<file path="src/rtl/ava_vram_arbiter.sv">
// ---------------------------------------------------------------------------
// ava_vram_arbiter
//
// Purpose:
//   Lets two requesters share one single-port synchronous framebuffer VRAM:
//   the pixel-fetch path (reads only) and the CPU bus port (reads and writes).
//   At most one access is granted per cycle. Grant priority comes from three
//   sources: a CPU starvation bound, pixel-FIFO urgency, and alternation.
//   Read data from the VRAM comes back one cycle after the read is granted.
//   It is steered to whichever requester issued that read.
//
// Ports:
//   clk            system clock, rising edge
//   reset          asynchronous, active-low reset (0 = in reset)
//   pix_req_*      pixel read request (valid/addr), pix_req_ready = granted
//   pix_rsp_*      pixel read response (valid/data), 1 cycle after grant
//   fifo_level     pixel FIFO occupancy, drives urgency
//   cpu_req_*      CPU request (valid/we/addr/wdata), cpu_req_ready = granted
//   cpu_rsp_*      CPU read response (valid/rdata), reads only
//   mem_*          VRAM control/address/data, mem_rdata valid 1 cycle later
// ---------------------------------------------------------------------------
module ava_vram_arbiter #(
    parameter int ADDR_W       = 17,
    parameter int DATA_W       = 8,
    parameter int LEVEL_W      = 5,
    parameter int URGENT_LEVEL = 4,
    parameter int CPU_MAX_WAIT = 3
) (
    input  logic              clk,
    input  logic              reset,

    input  logic              pix_req_valid,
    input  logic [ADDR_W-1:0] pix_req_addr,
    output logic              pix_req_ready,
    output logic              pix_rsp_valid,
    output logic [DATA_W-1:0] pix_rsp_data,
    input  logic [LEVEL_W-1:0] fifo_level,

    input  logic              cpu_req_valid,
    input  logic              cpu_req_we,
    input  logic [ADDR_W-1:0] cpu_req_addr,
    input  logic [DATA_W-1:0] cpu_req_wdata,
    output logic              cpu_req_ready,
    output logic              cpu_rsp_valid,
    output logic [DATA_W-1:0] cpu_rsp_rdata,

    output logic              mem_en,
    output logic              mem_we,
    output logic [ADDR_W-1:0] mem_addr,
    output logic [DATA_W-1:0] mem_wdata,
    input  logic [DATA_W-1:0] mem_rdata
);

    // The counter must be able to hold CPU_MAX_WAIT itself. The guard keeps
    // the width legal for a degenerate bound of zero.
    localparam int WAIT_W = (CPU_MAX_WAIT > 0) ? $clog2(CPU_MAX_WAIT + 1) : 1;

    localparam logic [WAIT_W-1:0]  WAIT_MAX   = WAIT_W'(CPU_MAX_WAIT);
    localparam logic [LEVEL_W-1:0] URGENT_LVL = LEVEL_W'(URGENT_LEVEL);

    typedef enum logic {
        GRANT_PIX = 1'b0,
        GRANT_CPU = 1'b1
    } requester_t;

    requester_t        last_grant;
    logic [WAIT_W-1:0] cpu_wait_cnt;
    logic              pix_rsp_valid_q;
    logic              cpu_rsp_valid_q;

    logic              grant_pix;
    logic              grant_cpu;
    logic              pix_urgent;
    logic              cpu_starved;

    assign pix_urgent  = (fifo_level < URGENT_LVL);
    assign cpu_starved = (cpu_wait_cnt == WAIT_MAX);

    // Grant selection. Every grant is qualified by reset, so all
    // combinational outputs fall to zero while reset is held low, even if
    // requesters keep their valids high.
    always_comb begin
        grant_pix = 1'b0;
        grant_cpu = 1'b0;
        if (reset) begin
            if (pix_req_valid && cpu_req_valid) begin
                // Contested cycle: the starvation bound outranks urgency.
                // Urgency outranks plain alternation.
                if (cpu_starved) begin
                    grant_cpu = 1'b1;
                end else if (pix_urgent) begin
                    grant_pix = 1'b1;
                end else if (last_grant == GRANT_CPU) begin
                    grant_pix = 1'b1;
                end else begin
                    grant_cpu = 1'b1;
                end
            end else if (pix_req_valid) begin
                grant_pix = 1'b1;
            end else if (cpu_req_valid) begin
                grant_cpu = 1'b1;
            end
        end
    end

    assign pix_req_ready = grant_pix;
    assign cpu_req_ready = grant_cpu;

    // The VRAM port is driven straight from the granted request, so a grant
    // and its memory access happen in the same cycle. The port is driven
    // with zeros when nothing is granted.
    always_comb begin
        mem_en    = 1'b0;
        mem_we    = 1'b0;
        mem_addr  = '0;
        mem_wdata = '0;
        if (grant_cpu) begin
            mem_en    = 1'b1;
            mem_we    = cpu_req_we;
            mem_addr  = cpu_req_addr;
            mem_wdata = cpu_req_wdata;
        end else if (grant_pix) begin
            mem_en    = 1'b1;
            mem_addr  = pix_req_addr;
        end
    end

    // Arbitration history and the response pipeline.
    // Only one grant exists per cycle, so the two response valids can
    // never be high together. An asynchronous reset clears a pending
    // response, which discards a read that was granted in the cycle
    // before reset.
    always_ff @(posedge clk or negedge reset) begin
        if (!reset) begin
            last_grant      <= GRANT_CPU;
            cpu_wait_cnt    <= '0;
            pix_rsp_valid_q <= 1'b0;
            cpu_rsp_valid_q <= 1'b0;
        end else begin
            pix_rsp_valid_q <= grant_pix;
            cpu_rsp_valid_q <= grant_cpu && !cpu_req_we;

            if (grant_pix) begin
                last_grant <= GRANT_PIX;
            end else if (grant_cpu) begin
                last_grant <= GRANT_CPU;
            end

            // Count only the cycles where the CPU is waiting and loses to
            // the pixel path. The count saturates at the forcing bound.
            if (grant_cpu || !cpu_req_valid) begin
                cpu_wait_cnt <= '0;
            end else if (grant_pix && !cpu_starved) begin
                cpu_wait_cnt <= cpu_wait_cnt + WAIT_W'(1);
            end
        end
    end

    assign pix_rsp_valid = pix_rsp_valid_q;
    assign cpu_rsp_valid = cpu_rsp_valid_q;

    // Read data passes straight through from the VRAM. It is only
    // meaningful while the matching response valid is high.
    assign pix_rsp_data  = reset ? mem_rdata : '0;
    assign cpu_rsp_rdata = reset ? mem_rdata : '0;

endmodule

</file>
<file path="config.mk">
export PLATFORM = sky130hd
export DESIGN_NAME = ava_vram_arbiter
export DESIGN_NICKNAME = d
export VERILOG_FILES = /design/src/rtl/ava_vram_arbiter.sv
export SDC_FILE = /design/constraint.sdc
export NUM_CORES = 1
export LEC_CHECK = 0
export CAP_MARGIN = 20
export CORE_UTILIZATION = 24
export DETAILED_ROUTE_END_ITERATION = 8
export PLACE_DENSITY = 0.86
export SLEW_MARGIN = 10
export SYNTH_ARGS = -nofsm -noshare
export SYNTH_HDL_FRONTEND = slang
export SYNTH_SLANG_ARGS = --single-unit
</file>
<file path="constraint.sdc">
create_clock -name clk -period 5.8 [get_ports clk]
set_input_delay 1.16 -clock clk [delete_from_list [all_inputs] [get_ports clk]]
set_output_delay 1.16 -clock clk [all_outputs]
set_load 0.02 [all_outputs]
</file>
-- Word level (Yosys, flattened, before mapping)
Index checks and enable logic that the tools add are counted.
- reductions and logical operators: 9
- $lt $le $gt $ge: 1
- eq/ne operators: 1
- add/subtract/negate cells: 1
- muxes and demuxes: 24
- operators with widths (operator ; count):
    17-bit 2-to-1 mux ; 2
    1-bit 2-to-1 mux ; 18
    8-bit 2-to-1 mux ; 2
    5-bit by 3-bit < comparator with 1-bit output (second input constant) ; 1
    2-bit 2-to-1 mux ; 2
    2-bit nonzero test ; 2
    1-bit logical AND ; 3
    1-bit zero test ; 3
    2-bit by 1-bit adder with 2-bit output (second input constant) ; 1
    2-bit equality test (second input constant) ; 1
    1-bit logical OR ; 1
- register bits after elaboration: 5
- output and inout port bits: 47
- input bits: 60
- logic and storage cells: 40

-- Longest topological paths before layout
- depth in word-level cells: 8
- mapped depth: 6
- depth with buffers taken out: 4

-- Least setup slack after synthesis
Ideal clock, no wire load.
- kind: input-to-output
- from: in fifo_level[4]
- to: out mem_addr[10]
- data required time: 4.640 ns
- buffers on the path: 2
- stages: 5
- arrival time: 2.433 ns
- setup slack: 2.207 ns
- cells stage by stage: or3_1 buf_2 a221oi_4 buf_6 a22o_2
- cells in the longest elaborated chain, start to end: 7
- elaborated cells on any way between the ends: 11
- those cells by class: order compare (1); mux (10)
- RTL lines (item ; RTL line ; source):
    start, declared ; 37 ; input logic [LEVEL_W-1:0] fifo_level,
    5-bit by 3-bit < comparator with 1-bit output ; 76 ; assign pix_urgent = (fifo_level < URGENT_LVL);
    1-bit 2-to-1 mux ; 91 ; end else if (pix_urgent) begin
    1-bit 2-to-1 mux ; 89 ; if (cpu_starved) begin
    1-bit 2-to-1 mux ; 86 ; if (pix_req_valid && cpu_req_valid) begin
    1-bit 2-to-1 mux ; 85 ; if (reset) begin
    named net pix_req_ready ; 34 ; output logic pix_req_ready,
    17-bit 2-to-1 mux ; 122 ; end else if (grant_pix) begin
    17-bit 2-to-1 mux ; 117 ; if (grant_cpu) begin
    end, declared ; 49 ; output logic [ADDR_W-1:0] mem_addr,
The timed path passes the listed nets, and every way through them passes these cells.

-- Worst setup path after layout
- from: in reset
- to: out mem_addr[8]
- cells in the longest elaborated chain, start to end: 3
- elaborated cells on any way between the ends: 4
- those cells by class: mux (4)
- RTL lines (item ; RTL line ; source):
    start, declared ; 30 ; input logic reset,
    1-bit 2-to-1 mux ; 85 ;
    17-bit 2-to-1 mux ; 122 ;
    17-bit 2-to-1 mux (*) ; 117 ;
Mark *: on every way between the ends. The rest lies on a longest branch, timed or not.

==> metrics.cfg <==
[grt]
antenna_found_initial = 0
gr-max-usage-layer = met2
grt_use_met3_pct = 7.50
grt_max_degree = 30
overflow = 0
grt_pass1_wl_mm = 3.88
grt_use_total_pct = 18.9
grtUsageMet1_pct = 17.6
use_met2_pct = 36.5
grt_pass1_vias = 955

[critical_path]
arrival_ns = 3.72
path_class = input pin to output port
critPathMaxFanout = 19
cp-start-kind = input pin
crit_required_ns = 4.64
cp-end-kind = output port

[power]
p_int_w = 0.000153
leakage_nw = 0.644
ir_drop_mv = 0.0832
combPwrFrac_pct = 65.8
clockPowerShare_pct = 16.7
power.density_nw_per_um2 = 137
p_sw_share_pct = 33.8
switching_power_w = 0.0000781
seq_power_share_pct = 17.5

[final_layout]
design_area_um2 = 1680
drive_gt1_share_pct = 9.88
area_delta_synth_final_pct = 151
fin_nets = 234
fillers = 222
num_antenna_cells = 0

[floorplanning]
std_cell_rows = 18
die-height_um = 54.9
fp.dieW_um = 54.9
ioPinCount = 107
start_util_pct = 26.1
die-area_um2 = 3010
core_um2 = 2570

[sta]
clock_skew_ns = 0.00167
finalCritPeriodShare_pct = 84.1
timing_hold_violations_final = 0
slew_violations = 0
min_period_ns = 4.88
maxSlewHeadroom_pct = 50.5
fin_tns_setup_ns = 0
fmax_mhz = 205
tightest_slew_ns = 0.742
rsz0062_at_grt = no
setup_viol = 0

[detailed_routing]
vias = 979
wl_per_cell_um = 13.6
antenna_left = 0
first_pass_iters = 2
routed_wl_mm = 2.74
drt_iter0_markers = 8
vias_per_cell = 4.85
post-route-drc-count = 0

[clock_tree]
clk_pin_slew_worst_paths_ns = 0.04
cts_tree = built
clock_latency_ns = 0.23
cts_hold_buf = 0
cts-resized-gates = 0
cts_num_sinks = 5
cts_root_buf = clkbuf_4
cts_setup_buffers = 0
cts_buffers = 3
htree_levels = 1
cts.path.max_buffers = 2

[placement]
place_area_um2 = 1660
dp_hpwl_mm = 2.39
port_buffers = 104
place_congestion = 0.677

[job]
cap_violations = 0

[yosys]
synth_area_um2 = 671
syn_nets = 139
avgSynthCellArea_um2 = 8.60
yosysWarnings = 0
synthCells = 78
ys_seq_area_share_pct = 18.8
ys_seq_elements = 5
synth.distinct_cells = 25

[run_status]
status = completed

[hold_path]
hold_class = register to register

-- through the flow --
stage	util, %	instances	hold WS [ns]	total power [W]	worst slack, ns
after global routing	65.6	202	0.536	0.000247	0.704
after detailed placement	64.6	198	0.517	0.000194	0.864
after floorplan	-	78	0.498	0.000110	2.21
after CTS	65.6	202	0.523	0.000235	0.860
final	65.6	202	0.521	0.000231	0.925
after global placement	64.6	198	0.506	0.000191	0.938
-- metal layers --
layer  wire length, µm  part of all wire [%]
met5                 0                     0
met4                15                  0.55
met3               368                    13
met2              1500                    55
met1               863                    31
-- worst max-delay path: stages --
cell and delay (ns):
clkdlybuf4s50_1 0.84, nand2_1 0.21, a221oi_4 0.62, a22o_2 0.27, clkdlybuf4s50_1 0.62
-- power by group through the flow --
stage | sequential (W) | combinational, W | clock (W)
CTS | 0.0000404 | 0.000154 | 0.0000411
detailed placement | 0.0000409 | 0.000153 | 0
finish | 0.0000404 | 0.000152 | 0.0000386
global route | 0.0000407 | 0.000162 | 0.0000445
floorplan | 0.0000417 | 0.0000686 | 0
global placement | 0.0000407 | 0.000151 | 0
-- final cells by class --
class	instances	area, µm²	area share (%)
inverter	1	3.75	0.223
multi-input combinational	57	442	26.2
clock buffer	4	26.3	1.56
timing repair buffer	105	1050	62.3
sequential	5	126	7.50
tap	30	37.5	2.23
-- synth_stat cells --
master / instances / share of area [%]
a211o_2: 2 / 3.0
a21o_1: 1 / 1.1
a221oi_4: 1 / 3.9
a22o_1: 8 / 10
a22o_2: 9 / 13
a31oi_1: 2 / 1.9
and2_1: 17 / 16
buf_2: 3 / 2.2
buf_4: 8 / 9.0
buf_6: 1 / 1.7
clkbuf_1: 2 / 1.1
clkbuf_2: 1 / 0.75
dfrtp_1: 4 / 15
dfstp_2: 1 / 3.9
ha_1: 1 / 1.9
inv_1: 1 / 0.56
nand2_1: 3 / 1.7
nand3_1: 3 / 2.2
nand3b_1: 3 / 3.4
nor2b_1: 2 / 1.9
nor3_1: 1 / 0.75
o2111ai_1: 1 / 1.3
o211ai_1: 1 / 1.1
o21a_1: 1 / 1.1
or3_1: 1 / 0.93
-- layout by cell type, fill, tap and decap left out, drive strengths merged --
master and n:
clkdlybuf4s50 104, and2 17, a22o 17, dfrtp 4, clkbuf 4, nand3b 3, nand3 3, nand2 3
nor2b 2, a211o 2, a31oi 2, nor3 1, o211ai 1, or3 1, a221oi 1, o21a 1
inv 1, o2111ai 1, a21o 1, ha 1, dfstp 1, buf 1
-- final timing paths --
check	from	to	slack (ns)	depth (start not counted)
max in group asynchronous	reset	pix_rsp_valid$_DFF_PN0_	4.12	1
worst min-delay path	last_grant$_DFFE_PN1P_	last_grant$_DFFE_PN1P_	0.52	1
worst max-delay path	reset	mem_addr[8]	0.92	5
min in group asynchronous	reset	cpu_wait_cnt[0]$_DFFE_PN0P_	1.30	1
worst min register to register	last_grant$_DFFE_PN1P_	last_grant$_DFFE_PN1P_	0.52	1
worst max register to register	cpu_wait_cnt[0]$_DFFE_PN0P_	pix_rsp_valid$_DFF_PN0_	4.24	2
-- state kept, by name (all words and copies together) (netlist names) --
register	count
last_grant	1
cpu_wait_cnt	2
pix_rsp_valid	1
cpu_rsp_valid	1
-- kinds of logic after synthesis --
group / share of synthesized area (%)
simple gates: 26.7
flops: 18.8
fa+ha+maj: 1.87
compound gates: 37.3
buf+inv: 15.3
No activity file was read; power rests on OpenSTA's default activity.
